File: src/rtl/iic_pkg.sv
// iic_pkg: shared sequencer state encoding and table-entry field layout.
// RD/RD_WAIT exist only when IIC_VERIFY_EN is defined.
package iic_pkg;
  typedef enum logic [3:0] {
    IDLE, FETCH, LATCH, WR, WR_WAIT, GAP,
`ifdef IIC_VERIFY_EN
    RD, RD_WAIT,
`endif
    NEXT, DONE, ERR
  } state_t;
  typedef logic [23:0] entry_t;
  localparam int ADDR_MSB = 23;
  localparam int ADDR_LSB = 8;
  localparam int DATA_MSB = 7;
  localparam int DATA_LSB = 0;
endpackage

File: src/rtl/iic_cfg_sequencer.sv
// iic_cfg_sequencer: walks a register table and writes each entry over an IIC master,
// with NACK retry, transfer timeout and post-write gap; readback check under IIC_VERIFY_EN.
module iic_cfg_sequencer
  import iic_pkg::*;
#(
  parameter int          CLK_FREQ    = 50_000_000,
  parameter logic [7:0]  REG_NUM     = 8'd32,
  parameter logic [15:0] GAP_CYC     = 16'd50_000,
  parameter int          MAX_RETRY   = 3,
  parameter logic [19:0] TIMEOUT_CYC = 20'd1_000_000
) (
  input  logic        sys_clk,
  input  logic        sys_rst,
  input  logic        cfg_start,
  output logic        cfg_busy,
  output logic        cfg_done,
  output logic        cfg_err,
  output logic [7:0]  tbl_idx,
  input  logic [23:0] tbl_data,
  output logic        bit_ctrl,
  output logic        iic_exe,
  output logic        iic_rw_ctrl,
  output logic [15:0] iic_addr,
  output logic [7:0]  iic_data_in,
  input  logic [7:0]  iic_data_out,
  input  logic        iic_ack,
  input  logic        iic_done
);
  localparam int RW = $clog2(MAX_RETRY + 1);
  localparam int TW = $clog2(int'(TIMEOUT_CYC) + 1);
  localparam int GW = $clog2(int'(GAP_CYC) + 1);
  localparam logic [RW-1:0] RETRY_LAST = RW'(MAX_RETRY - 1);
  localparam logic [TW-1:0] TMO_LAST = TW'(TIMEOUT_CYC - 20'd1);
  localparam logic [GW-1:0] GAP_LAST = GW'(GAP_CYC - 16'd1);
  if (CLK_FREQ < 1 || REG_NUM == 8'd0 || GAP_CYC == 16'd0 || MAX_RETRY < 1 || TIMEOUT_CYC < 20'd2) begin : g_bad_param
    $error("iic_cfg_sequencer: parameter out of range");
  end
  state_t state, nxt;
  logic [RW-1:0] retry;
  logic [TW-1:0] tmr;
  logic [GW-1:0] gap;
  logic waiting, tmo, retry_last;
`ifdef IIC_VERIFY_EN
  localparam state_t AFTER_GAP = RD;
  assign waiting = state == WR_WAIT || state == RD_WAIT;
  assign iic_rw_ctrl = state == RD || state == RD_WAIT;
  assign iic_exe = state == WR || state == RD;
`else
  localparam state_t AFTER_GAP = NEXT;
  logic unused;
  assign unused = ^iic_data_out;
  assign waiting = state == WR_WAIT;
  assign iic_rw_ctrl = 1'b0;
  assign iic_exe = state == WR;
`endif
  assign tmo = tmr == TMO_LAST;
  assign retry_last = retry == RETRY_LAST;
  assign cfg_busy = state != IDLE;
  assign bit_ctrl = 1'b1;
  always_comb begin
    nxt = state;
    case (state)
      IDLE:    nxt = cfg_start ? FETCH : IDLE;
      FETCH:   nxt = LATCH;
      LATCH:   nxt = WR;
      WR:      nxt = WR_WAIT;
      WR_WAIT: nxt = iic_done ? (!iic_ack ? GAP : retry_last ? ERR : WR) : tmo ? ERR : WR_WAIT;
      GAP:     nxt = gap == GAP_LAST ? AFTER_GAP : GAP;
`ifdef IIC_VERIFY_EN
      RD:      nxt = RD_WAIT;
      RD_WAIT: nxt = iic_done ? (iic_ack ? (retry_last ? ERR : RD) : iic_data_out == iic_data_in ? NEXT : ERR)
                              : tmo ? ERR : RD_WAIT;
`endif
      NEXT:    nxt = tbl_idx == REG_NUM - 8'd1 ? DONE : FETCH;
      default: nxt = IDLE;
    endcase
  end
  // The timer reloads to 1 outside the wait states so that expiry lands
  // exactly TIMEOUT_CYC cycles after the iic_exe pulse.
  always_ff @(posedge sys_clk or posedge sys_rst)
    if (sys_rst) begin
      state <= IDLE;
      retry <= '0;
      tmr <= '0;
      gap <= '0;
      tbl_idx <= '0;
      iic_addr <= '0;
      iic_data_in <= '0;
      cfg_done <= 1'b0;
      cfg_err <= 1'b0;
    end else begin
      state <= nxt;
      tmr <= waiting ? tmr + 1'b1 : TW'(1);
      gap <= state == GAP ? gap + 1'b1 : '0;
      if (waiting && iic_done) retry <= iic_ack ? retry + 1'b1 : '0;
      if (state == IDLE && cfg_start) begin
        retry <= '0;
        tbl_idx <= '0;
        cfg_done <= 1'b0;
        cfg_err <= 1'b0;
      end
      if (state == LATCH) begin
        iic_addr <= tbl_data[ADDR_MSB:ADDR_LSB];
        iic_data_in <= tbl_data[DATA_MSB:DATA_LSB];
      end
      if (state == NEXT && nxt == FETCH) tbl_idx <= tbl_idx + 8'd1;
      if (nxt == DONE) cfg_done <= 1'b1;
      if (nxt == ERR) cfg_err <= 1'b1;
    end
endmodule

File: config.mk
export PLATFORM = sky130hd
export DESIGN_NAME = iic_cfg_sequencer
export DESIGN_NICKNAME = d
export VERILOG_FILES = /design/src/rtl/iic_pkg.sv /design/src/rtl/iic_cfg_sequencer.sv
export SDC_FILE = /design/constraint.sdc
export NUM_CORES = 1
export LEC_CHECK = 0
export CORE_UTILIZATION = 44
export CTS_BUF_LIST = sky130_fd_sc_hd__clkbuf_8 sky130_fd_sc_hd__clkbuf_16
export CTS_CLUSTER_DIAMETER = 50
export CTS_CLUSTER_SIZE = 10
export DETAILED_ROUTE_END_ITERATION = 12
export PLACE_DENSITY_LB_ADDON = 0.2
export SYNTH_ARGS = -nofsm -noshare
export SYNTH_HDL_FRONTEND = slang
export SYNTH_SLANG_ARGS = --single-unit
File: constraint.sdc
create_clock -name sys_clk -period 7 [get_ports sys_clk]
set_input_delay 1.4 -clock sys_clk [delete_from_list [all_inputs] [get_ports sys_clk]]
set_output_delay 1.4 -clock sys_clk [all_outputs]
set_load 0.05 [all_outputs]
==> summary.md <==
| Metric | Value |
|---|---|
| Initial antenna violation count | 0 |
| Global placement routability congestion | 0.789 |
| # fillers | 709 |
| Antenna cells | 0 |
| Final Hold Vio Count | 0 |
| Register area | 1900 µm² |
| Starting Density | 45.9% |
| Row cnt | 32 |
| Syn Std Cell Area | 3590 µm² |
| Total GRT Usage | 18.1% |
| Max FO, Critical Path | 10 |
| Relative slew slack | between 30% and 40% |
| Die area | 8520 µm² |
| Worst path arrival time | 2.13 ns |
| Vias/cell | about 5.4 |
| Share of layout cells above drive strength 1 | under 10% |
| Total congestion overflow | 0 |
| Hold path start | iic_addr[5]$_DFFE_PP0N_ |
| Post-DP HPWL | roughly 4.8 mm |
| Post-Syn Instances | 337 |
| Clk root buf | clkbuf_8 |
| Worst hold path class | reg -> reg |
| Buffers on Ports | 64 |
| DRC Markers | 0 |
| Via count | approximately 2,700 |
| Synth unique cells | 51 |
| Setup WS pre-CTS | roughly 3.8 ns |
| Critical path launch point type | flip-flop |
| Status | finished clean |
| Clk_skew | 0.00904 ns |
| CTS Hold Bufs | 0 |
| Setup_tns | 0 ns |
| Reg2reg start | tmr[0]$_DFF_PP0_ |
| Setup Buffers After CTS | 0 |
| Worst-Margin Slew | 0.936 ns |
| TritonCTS Buffers | 9 |
| Sequential share of the synthesized area | 53.0% |
| Synth top area share | a little over half |
| Fmax | ~280 MHz |
| Final worst path period need | ~3.5 ns |
| CTS Buffer Depth | 2 |
| CP max stage delay | 0.83 ns |
| EDFF count, synth | 0 |
| Crit path from | state[3]$_DFF_PP0_ |
| R2r setup slk | 4.78 ns |
| Crit share post-route | between 50 and 60% |
| Flop and latch count out of synthesis | 76 |
| Hold slack | 0.490 ns |
| Final nets | 439 |
| Synth area leader | dfrtp_1 |
| Chip Height | a little over 90 µm |
| Worst setup margin | around 3.5 ns |
| CTS tree | built |
| Pin count of the biggest net entering global routing | a little under 80 |
| Cell Pwr Density | 367 nW/µm² |
| Number of antenna-violating nets in the routed design | 0 |
| Fin util | 57.7% |
| Clk slew on worst S/H paths | 0.08 ns |
| Multi-input gate area | 1570 µm² |
| Chip width | 92.3 µm |
| Max H-tree Level | 3 |
| CP delay by family, top | buffers and inverters |
| Global-route wire length before repair | 12.2 mm |
| Lkg Pwr | 1.73 nW |
| Synth Area per Inst | 10.6 µm² |
| Syn_nets | 378 |
| Vias in the first global route | 2,605 |
| Worst path bufs/invs | 1 |
| Max-cap violations | 0 |
| Iter 0 DRT Violations | slightly below 100 |
| First-pass detailed-route iteration total | 4 |
| WL/cell | around 14 µm |
| Peak supply drop | ~0.00019 V |
| Post-CTS Resized | 0 |
| Core area | between 7000 and 8000 µm² |
| Crit path kind | reg -> out |
| Ports | 75 |
| RSZ-0062 raised after global routing | no |
| Skew-Pair Late Insertion Delay | 0.35 ns |
| Main synth FF type | dfrtp_1 |
| Synth area leaders | dfrtp_1, mux2_1, xnor2_1 |
| Crit. End Element | output port |
| # clock sinks | 76 |
| Async SR Flop Fraction | between 90% and 100% |
| Area Growth Syn to Fin | 25.5% |
| CP required | 5.60 ns |
| Yosys warns | 0 |
| Setup Viol. Count Final | 0 |
| Slew Limit Fails | 0 |
| Slowest cell on crit path | clkdlybuf4s50_1 |
| Power Total | 1.65 mW |
| Total Wirelength | 6.94 mm |
| Critical Path, Cell by Cell | nor2_1 -> and3_1 -> clkdlybuf4s50_1 |
==> routing by layer <==
metal	wire, µm	part of all wire, %	vias to the layer above	GRT usage [%]
li1	-	-	1339	-
met1	3390	49	1300	25.2
met2	3090	45	65	27.4
met3	377	5.4	7	4.68
met4	78	1.1	0	6.90
met5	0	0	-	0
==> state kept, by name (all words and copies together), names as in the netlist <==
signal	count
state	4
iic_addr	16
iic_data_in	8
tbl_idx	8
tmr	20
retry	2
cfg_err	1
gap	16
cfg_done	1
==> cell usage in the layout, fill, tap and decap left out, types with 3 or more instances in the layout <==
master	Yosys	routed
xnor2_1	17	17
or4_1	5	5
xor2_1	5	5
and3_1	4	4
a21oi_1	18	18
inv_1	12	11
mux2_1	24	24
ha_1	4	4
o21ai_0	7	7
nor3_1	8	7
nor2_1	27	27
clkdlybuf4s50_1	0	64
nand4_1	8	8
and2_1	3	3
clkbuf_8	0	9
nand3_1	16	16
nor4bb_1	4	4
nor4_1	6	6
nand2_1	23	23
o21ai_1	7	7
dfrtp_1	76	76
or3_1	13	13
o31ai_1	3	3
==> final cells by class <==
class	instances	share of cell area, %
tap	102	2.83
clock buffer	9	2.75
sequential	76	42.2
clock inverter	7	1.69
multi-input combinational	233	34.9
timing repair buffer	66	14.6
inverter	12	1.00
==> power by group <==
part | switching (mW) | internal [mW]
logic | 0.458 | 0.261
clock network | 0.170 | 0.166
registers | 0.0644 | 0.533
==> cells in the mapped netlist, types with 7 or more instances <==
cell type  count
mux2_1        24
nand2_1       23
nand3_1       16
inv_1         12
o21ai_0        7
dfrtp_1       76
clkbuf_1       9
nor3_1         8
nor2_1        27
nand4_1        8
xnor2_1       17
or3_1         13
a21oi_1       18
o21ai_1        7
==> kinds of logic (layout without fill, tap and decap cells) <==
group / after synthesis / in the layout / synth area share [%]
and+or+nand+nor: 132 / 132 / 20.9
DFF: 76 / 76 / 53.0
AOI/OAI and AO/OA: 49 / 49 / 8.27
buffers and inverters: 28 / 94 / 3.28
muxes: 24 / 24 / 7.53
xor gates and xnor gates: 22 / 22 / 5.37
adders and majority gates: 4 / 4 / 1.40
other: 2 / 2 / 0.209
==> final timing paths <==
| kind | end | cells after the start |
|---|---|---|
| setup / recovery | iic_exe | 3 |
| hold / removal | iic_addr[5]$_DFFE_PP0N_ | 1 |
| setup reg to reg | tmr[18]$_DFF_PP0_ | 5 |
| hold reg to reg | iic_addr[5]$_DFFE_PP0N_ | 1 |
| max in group asynchronous | iic_addr[6]$_DFFE_PP0N_ | 3 |
| min in group asynchronous | iic_addr[10]$_DFFE_PP0N_ | 3 |
==> per-stage QoR <==
| step | cell area, µm² | std cells |
|---|---|---|
| global placement | 4300 | 489 |
| finish | 4500 | 505 |
| floorplan | 3590 | 337 |
| detailed placement | 4300 | 489 |
| CTS | 4500 | 505 |
| global route | 4500 | 505 |
==> worst register-to-register path, delay by kind of cell, from the launching register on <==
| family | cells | cell delay [ns] |
|---|---|---|
| AND/OR/NAND/NOR | 2 | 1.18 |
| flip-flops | 1 | 0.42 |
| adder cells (fa/ha/maj) | 1 | 0.31 |
| AO/OA/AOI/OAI | 1 | 0.15 |
| buffers and inverters | 1 | 0.08 |
(Power assumes the default switching activity.)
